<file path="src/rtl/ins_cache_r32i.sv">
// Direct-mapped read-only instruction cache: ProgAddr in, Instruction out, line refill from memory on miss.
// Latency: hits are combinational (0 cycles); a miss stalls lineWords+1 cycles plus any memory wait cycles.
// Backpressure: InsCacheStall holds the PC while missing; refill beats wait on MemAck with MemReq/MemAddr held stable.
module ins_cache_r32i #(
    parameter int dataW     = 32,
    parameter int lineWords = 4,
    parameter int numLines  = 16
) (
    input  logic             clock,
    input  logic             reset,
    input  logic [dataW-1:0] ProgAddr,
    input  logic             Flush,
    output logic [dataW-1:0] Instruction,
    output logic             InsCacheStall,
    output logic             MemReq,
    output logic [dataW-1:0] MemAddr,
    input  logic             MemAck,
    input  logic [dataW-1:0] MemData
);

    localparam int offW = $clog2(lineWords);
    localparam int idxW = $clog2(numLines);
    localparam int loW  = offW + 2;
    localparam int tagW = dataW - idxW - loW;

    typedef enum logic {IDLE, REFILL} state_t;

    state_t           state;
    logic [numLines-1:0] valid;
    logic [tagW-1:0]  tags [numLines];
    logic [dataW-1:0] lineData [numLines][lineWords];
    logic [offW-1:0]  beat;
    logic             flushPend;
    logic [dataW-1:0] baseAddr;

    logic [offW-1:0]  offset;
    logic [idxW-1:0]  idx;
    logic [tagW-1:0]  tagIn;
    logic [idxW-1:0]  refIdx;
    logic [tagW-1:0]  refTag;
    logic [offW-1:0]  nextBeat;
    logic             beatAck;
    logic             hit;
    logic [1:0]       unusedAddrBits;

    assign offset         = ProgAddr[loW-1:2];
    assign idx            = ProgAddr[loW+idxW-1:loW];
    assign tagIn          = ProgAddr[dataW-1:loW+idxW];
    assign unusedAddrBits = ProgAddr[1:0];

    // The line being refilled is addressed from the latched base, not the live ProgAddr.
    assign refIdx   = baseAddr[loW+idxW-1:loW];
    assign refTag   = baseAddr[dataW-1:loW+idxW];
    assign nextBeat = beat + offW'(1);
    assign beatAck  = (state == REFILL) && MemReq && MemAck;

    // Hit lookup and instruction mux; nothing hits while refilling or held in reset.
    always_comb begin
        hit           = reset && (state == IDLE) && valid[idx] && (tags[idx] == tagIn);
        InsCacheStall = !hit;
        Instruction   = hit ? lineData[idx][offset] : '0;
    end

    // Refill FSM, valid/tag bookkeeping and the registered memory request.
    always_ff @(posedge clock or negedge reset) begin
        if (!reset) begin
            state     <= IDLE;
            valid     <= '0;
            beat      <= '0;
            flushPend <= 1'b0;
            MemReq    <= 1'b0;
            MemAddr   <= '0;
            baseAddr  <= '0;
            for (int i = 0; i < numLines; i++) tags[i] <= '0;
        end else begin
            case (state)
                IDLE: begin
                    if (Flush) valid <= '0;
                    if (!hit) begin
                        baseAddr <= {ProgAddr[dataW-1:loW], {loW{1'b0}}};
                        MemAddr  <= {ProgAddr[dataW-1:loW], {loW{1'b0}}};
                        MemReq   <= 1'b1;
                        beat     <= '0;
                        state    <= REFILL;
                    end
                end
                REFILL: begin
                    if (Flush) flushPend <= 1'b1;
                    if (beatAck) begin
                        tags[refIdx] <= refTag;
                        // A partially written line must never look valid.
                        if (beat == '0) valid[refIdx] <= 1'b0;
                        if (beat == offW'(lineWords - 1)) begin
                            MemReq    <= 1'b0;
                            beat      <= '0;
                            state     <= IDLE;
                            flushPend <= 1'b0;
                            // A flush seen at any point of the refill, including this edge, discards everything.
                            if (Flush || flushPend) valid <= '0;
                            else                    valid[refIdx] <= 1'b1;
                        end else begin
                            beat    <= nextBeat;
                            MemAddr <= baseAddr + {{(dataW-loW){1'b0}}, nextBeat, 2'b00};
                        end
                    end
                end
                default: state <= IDLE;
            endcase
        end
    end

    // Data array write port: one refill word per accepted beat.
    always_ff @(posedge clock) begin
        if (beatAck) lineData[refIdx][beat] <= MemData;
    end

endmodule

</file>
<file path="config.mk">
export PLATFORM = sky130hd
export DESIGN_NAME = ins_cache_r32i
export DESIGN_NICKNAME = d
export VERILOG_FILES = /design/src/rtl/ins_cache_r32i.sv
export SDC_FILE = /design/constraint.sdc
export NUM_CORES = 2
export LEC_CHECK = 0
export CAP_MARGIN = 40
export CORE_ASPECT_RATIO = 0.6
export CORE_UTILIZATION = 40
export CTS_CLUSTER_SIZE = 25
export DETAILED_ROUTE_END_ITERATION = 8
export GPL_TIMING_DRIVEN = 0
export SETUP_SLACK_MARGIN = 0.5
export SLEW_MARGIN = 40
export SYNTH_ARGS = -nofsm -noshare
export SYNTH_HDL_FRONTEND = slang
export SYNTH_SLANG_ARGS = --single-unit
</file>
<file path="constraint.sdc">
create_clock -name clock -period 10 [get_ports clock]
set_clock_uncertainty 0.05 [all_clocks]
set_input_delay 1 -clock clock [delete_from_list [all_inputs] [get_ports clock]]
set_output_delay 1 -clock clock [all_outputs]
set_load 0.01 [all_outputs]
</file>
Word-level counts from Yosys, hierarchy flattened
Memories as Yosys holds them, arrays and structs flattened.
Cells that the tools add are included.
Word-level totals
  bits in registers: 465
  memory bits (writable): 2048
  bits of input ports: 68
  output and inout bits: 66
  word-level logic and storage cells: 113
  memories: 1
Memories
  lineData: depth 16, bits a word 128, read ports 1, clocked after memory_dff 0, write ports 1, line 31  | logic [dataW-1:0] lineData [numLines][lineWords];
Cells by class
  $add $sub $neg: 2
  $lt $le $gt $ge: 9
  equal/unequal tests: 7
  multiplexer cells: 45
  bitwise operators: 9
  reductions and logical operators: 17
Operator list (number)
  $bwmux 384: 1
  $mux 32: 7
  $mux 128: 1
  $mux 16: 7
  $bmux 24 s4: 1
  $demux 24 s4: 1
  $mux 24: 3
  $bmux 32 s2: 1
  $demux 32 s2: 1
  $pmux 32 s2: 1
  $add 32x4->32: 1
  $pmux 16 s2: 1
  $eq 24x24->1: 1
  $and 16x16->16: 1
  $not 16->16: 1
  $or 16x16->16: 1
  $mux 1: 12
  $ge 5x5->1 const B: 2
  $lt 4x5->1 const B: 2
  $not 4->5: 2
  $logic_and 1x1->1: 8
  $reduce_and 2->1: 4
  $ge 3x3->1 const B: 2
  $mux 2: 3
  17 further kinds: 24

Logic depth before layout (Yosys ltp)
  word-level depth: 14
  mapped depth: 14
  mapped depth without buffers: 8

Worst setup path after synthesis
OpenSTA, ideal clock, no wires.
  kind: input-to-output
  from: in ProgAddr[4]
  to: out Instruction[11]
  data arrival time: 3953 ps
  slack: 4997 ps
  stages: 10
  path buffers: 6
  cells stage by stage: buf_6 > buf_6 > buf_6 > buf_6 > buf_4 > clkbuf_1 > mux4_2 > mux4_2 > mux4_2 > nor2b_1
On the way
  word-level cells in the longest chain between the ends: 7
Ends and longest elaborated chain
  start: declaration: line 11  | input logic [dataW-1:0] ProgAddr,
  $not 4->5 (not written as such): line 59  | hit = reset && (state == IDLE) && valid[idx] && (tags[idx] == tagIn);
  $bmux 24 s4: line 59
  $mux 24 (not written as such) (2 in series): line 59
  $eq 24x24->1: line 59
  $logic_and 1x1->1: line 59
  $mux 32 (*): line 61  | Instruction = hit ? lineData[idx][offset] : '0;
  end: declaration: line 13  | output logic [dataW-1:0] Instruction,
Every way passes the cells marked *; elsewhere a longest branch is shown, timed or not. The select of a mux whose other input is x is not followed.

Worst setup path in the final report
  from: in ProgAddr[5]
  to: out Instruction[13]
The elaborated chain is that of the path after synthesis.

==> flow_summary.ini <==
[power]
ir_worst_vdd_v = 0.0001433
intPower_mw = 16.80
clkPwrFrac = 0.417
swShare = 0.2197
p_leak_nw = 40.74
pwr-share-seq = 0.527
power.density_nw_per_um2 = 183.1
finalPower_mw = 21.53
p_switching_mw = 4.731
comb_power_share = 0.056

[worst_setup_path]
critical_path_class = in2out
r2r_start = state$_DFF_PN0_
worstPathRequired_ns = 8.95
crit_arrival_ns = 7.96
r2r_slack_ns = 5.30
rr_worst_depth = 10
path_max_fanout = 10
r2r_end = lineData[6][44]$_DFFE_PP_
startpoint_type = input port
worst_setup_path_end_kind = output port

[floorplanning]
dieHeight_um = 388.9
num_rows = 141
die-area_um2 = 251600
io_pins = 134
start_util = 0.4038
fp.coreArea_um2 = 247200
die_w_um = 646.9

[sta]
finalHoldViolCount = 0
drv_slew = 0
timing.fmax_mhz = 111.0
timing.final.crit_share = 0.9008
slew_headroom = 0.3864
grt_setup_unrepaired = false
setup_violations = 0
fin_crit_ns = 9.008
tightestPinTransition_ns = 0.9204
setup-tns-final_ns = 0

[detailed_routing]
postRouteAntennaNets = 0
drt-vias-per-instance = 6.140
drc = 0
num_vias = 53600
drt_iter0_drc = 8516
drt-pass1-iter-count = 6
wl_per_cell_um = 35.67
wl_um = 311400

[hold_path]
min_from = MemData[10]
whs_path_depth = 1
min_path_type = in2reg
holdPathEnd = lineData[2][10]$_DFFE_PP_

[yosys]
synth.area.top_cells = edfxtp_1 (62%), mux4_2 (16%), dfrtp_1 (12%)
ys_async_sr_fraction = 0.1844
syn_area_um2 = 99820
synth_edf_count = 2048
synth-seq-area-share = 0.7322
synth_top_area_share = 0.6161
synthCells = 4630
avgSynthCellArea_um2 = 21.56
ys.flop_type = edfxtp_1
synth_largest_area_cell = edfxtp_1
yosysUniqueCellTypes = 67
yosys_warnings = 0
yosys_register_bits = 2511

[global_route]
grt_pass1_wl_um = 427300
grt_max_degree = 74
grt_pass1_vias = 51700
overflow = 0
antenna_found_initial = 17
grt_use_total = 0.2462

[clock_network]
path_clk_slew_ns = 0.06
cts_buffers = 236
cts_root_buf = clkbuf_16
cts.sinks = 2511
cts_max_path_buffers = 4
h-tree-depth = 4
cts_tree = built
insertion_delay_ns = 0.89
cts_resized = 0

[layout]
regArea_um2 = 73090
fill_cells = 19950
multi_input_area_um2 = 25810
drive_above_1_share = 0.3771
utilization = 0.4758
synthToLayoutAreaGrowth_pct = 17.82
num-nets-final = 5324

[outcome]
status = complete, no violations

[placed_design]
post-dp-hpwl_um = 224600
port_buffers = 124
place.gp.congestion = 0.9839

[run]
maxCapViolations = 0
-- power by group through the flow --
stage	registers, mW	logic [mW]	clock network [mW]
6_report	11.3	1.21	8.98
5_1_grt	11.3	1.25	9.45
4_1_cts	11.3	1.18	9.08
3_5_place_dp	11.6	1.17	0
3_3_place_gp	11.6	1.11	0
2_1_floorplan	11.6	0.537	0
-- worst max path at each step --
stage	startpoint	endpoint	cells after the start
after floorplan	ProgAddr[4]	Instruction[11]	10
after global placement	reset	tags[160]$_DFFE_PN0P_	1
after detailed placement	ProgAddr[5]	Instruction[7]	13
after CTS	ProgAddr[5]	Instruction[7]	13
after global routing	ProgAddr[5]	Instruction[13]	13
final	ProgAddr[5]	Instruction[13]	13
-- worst max-delay path, stage by stage --
cell and delay, ns:
clkdlybuf4s50_1 0.82, buf_4 0.42, buf_4 0.35, buf_4 0.37, buf_2 0.43, buf_2 0.47, clkbuf_1 0.68, clkbuf_1 0.70
mux4_2 0.41, mux4_2 0.62, a211oi_1 0.77, a211oi_1 0.12, clkdlybuf4s50_1 0.67
-- synth_stat cells, types with 6 or more instances --
cell,n
o21ai_0,44
nor2b_1,29
buf_2,77
xor2_1,13
nor3_1,23
inv_1,15
nor4_1,7
nor2_1,83
a22oi_1,29
and2_1,14
buf_1,10
nand4_1,6
nand2_1,98
buf_4,14
mux2i_1,105
and3_1,6
buf_6,9
nand3_1,41
xnor2_1,12
mux2_2,390
o221a_1,10
dfrtp_1,463
nand2b_1,12
mux4_2,721
clkbuf_1,180
mux2_1,22
edfxtp_1,2048
a21oi_1,25
o221a_2,18
a211oi_1,40
-- metrics by stage --
stage | std cells | instance area, um2 | worst slack, ns | hold WS (ns)
floorplan | 4631 | 99820 | 4.997 | 0.4110
global placement | 8044 | 105200 | -12.90 | 0.4311
detailed placement | 8301 | 110000 | 1.429 | 0.4372
CTS | 8727 | 117600 | 1.429 | 0.2478
global route | 8729 | 117600 | 1.110 | 0.2737
finish | 8729 | 117600 | 0.9921 | 0.3138
-- registers in the layout, indices dropped and copies added, names as in the netlist --
name	cells
MemReq	1
tags	384
state	1
valid	16
beat	2
MemAddr	30
baseAddr	28
lineData	2048
flushPend	1
-- layout make-up --
type                       count  area share
antenna                        1  0.00002128
buffer                       293     0.01259
clock buffer                 294     0.05361
clock inverter               131     0.01055
inverter                      17   0.0005426
multi-input combinational   1810      0.2195
sequential                  2511      0.6215
tap                         3289     0.03499
timing repair buffer         383     0.04675
-- kinds of logic after synthesis --
| group | Yosys count | synth area share |
|---|---|---|
| simple gates | 330 | 0.01558 |
| mux | 1238 | 0.2197 |
| flops | 2511 | 0.7322 |
| buf+inv | 310 | 0.01409 |
| compound gates | 211 | 0.01571 |
| other cells | 1 | 0.00003757 |
| xor+xnor | 25 | 0.002194 |
| fa+ha+maj | 4 | 0.0005014 |
-- placed cells by master, fill, tap and decap left out, drive strengths merged, types with 5 or more instances in the layout --
cell type / n
dfrtp: 463
bufinv: 24
xnor2: 12
nor2b: 29
edfxtp: 2048
a41oi: 5
a21oi: 25
nand4: 6
nor2: 84
nand2b: 12
a211oi: 40
mux2: 412
o221a: 28
o21ai: 44
nor4: 7
nor3: 23
nand2: 98
buf: 403
and2: 14
xor2: 13
a22oi: 29
clkinv: 100
clkbuf: 475
clkdlybuf4s50: 91
mux2i: 105
nand3: 42
and3: 6
inv: 22
mux4: 721
-- layer usage --
| layer | wire length [um] | vias up | track usage |
|---|---|---|---|
| met2 | 117100 | 3402 | 0.3010 |
| met1 | 138800 | 29240 | 0.3974 |
| met3 | 46620 | 440 | 0.09772 |
| li1 | - | 20500 | - |
| met5 | 169 | - | 0.001907 |
| met4 | 8727 | 14 | 0.06203 |
-- what timing repair did --
item,CTS,global route
endpoints found under the hold margin,36,0
endpoints found under the setup margin,0,0
setup buffers,0,0
hold buffers,1,0
Note: power is estimated with default switching activity, not from simulation.
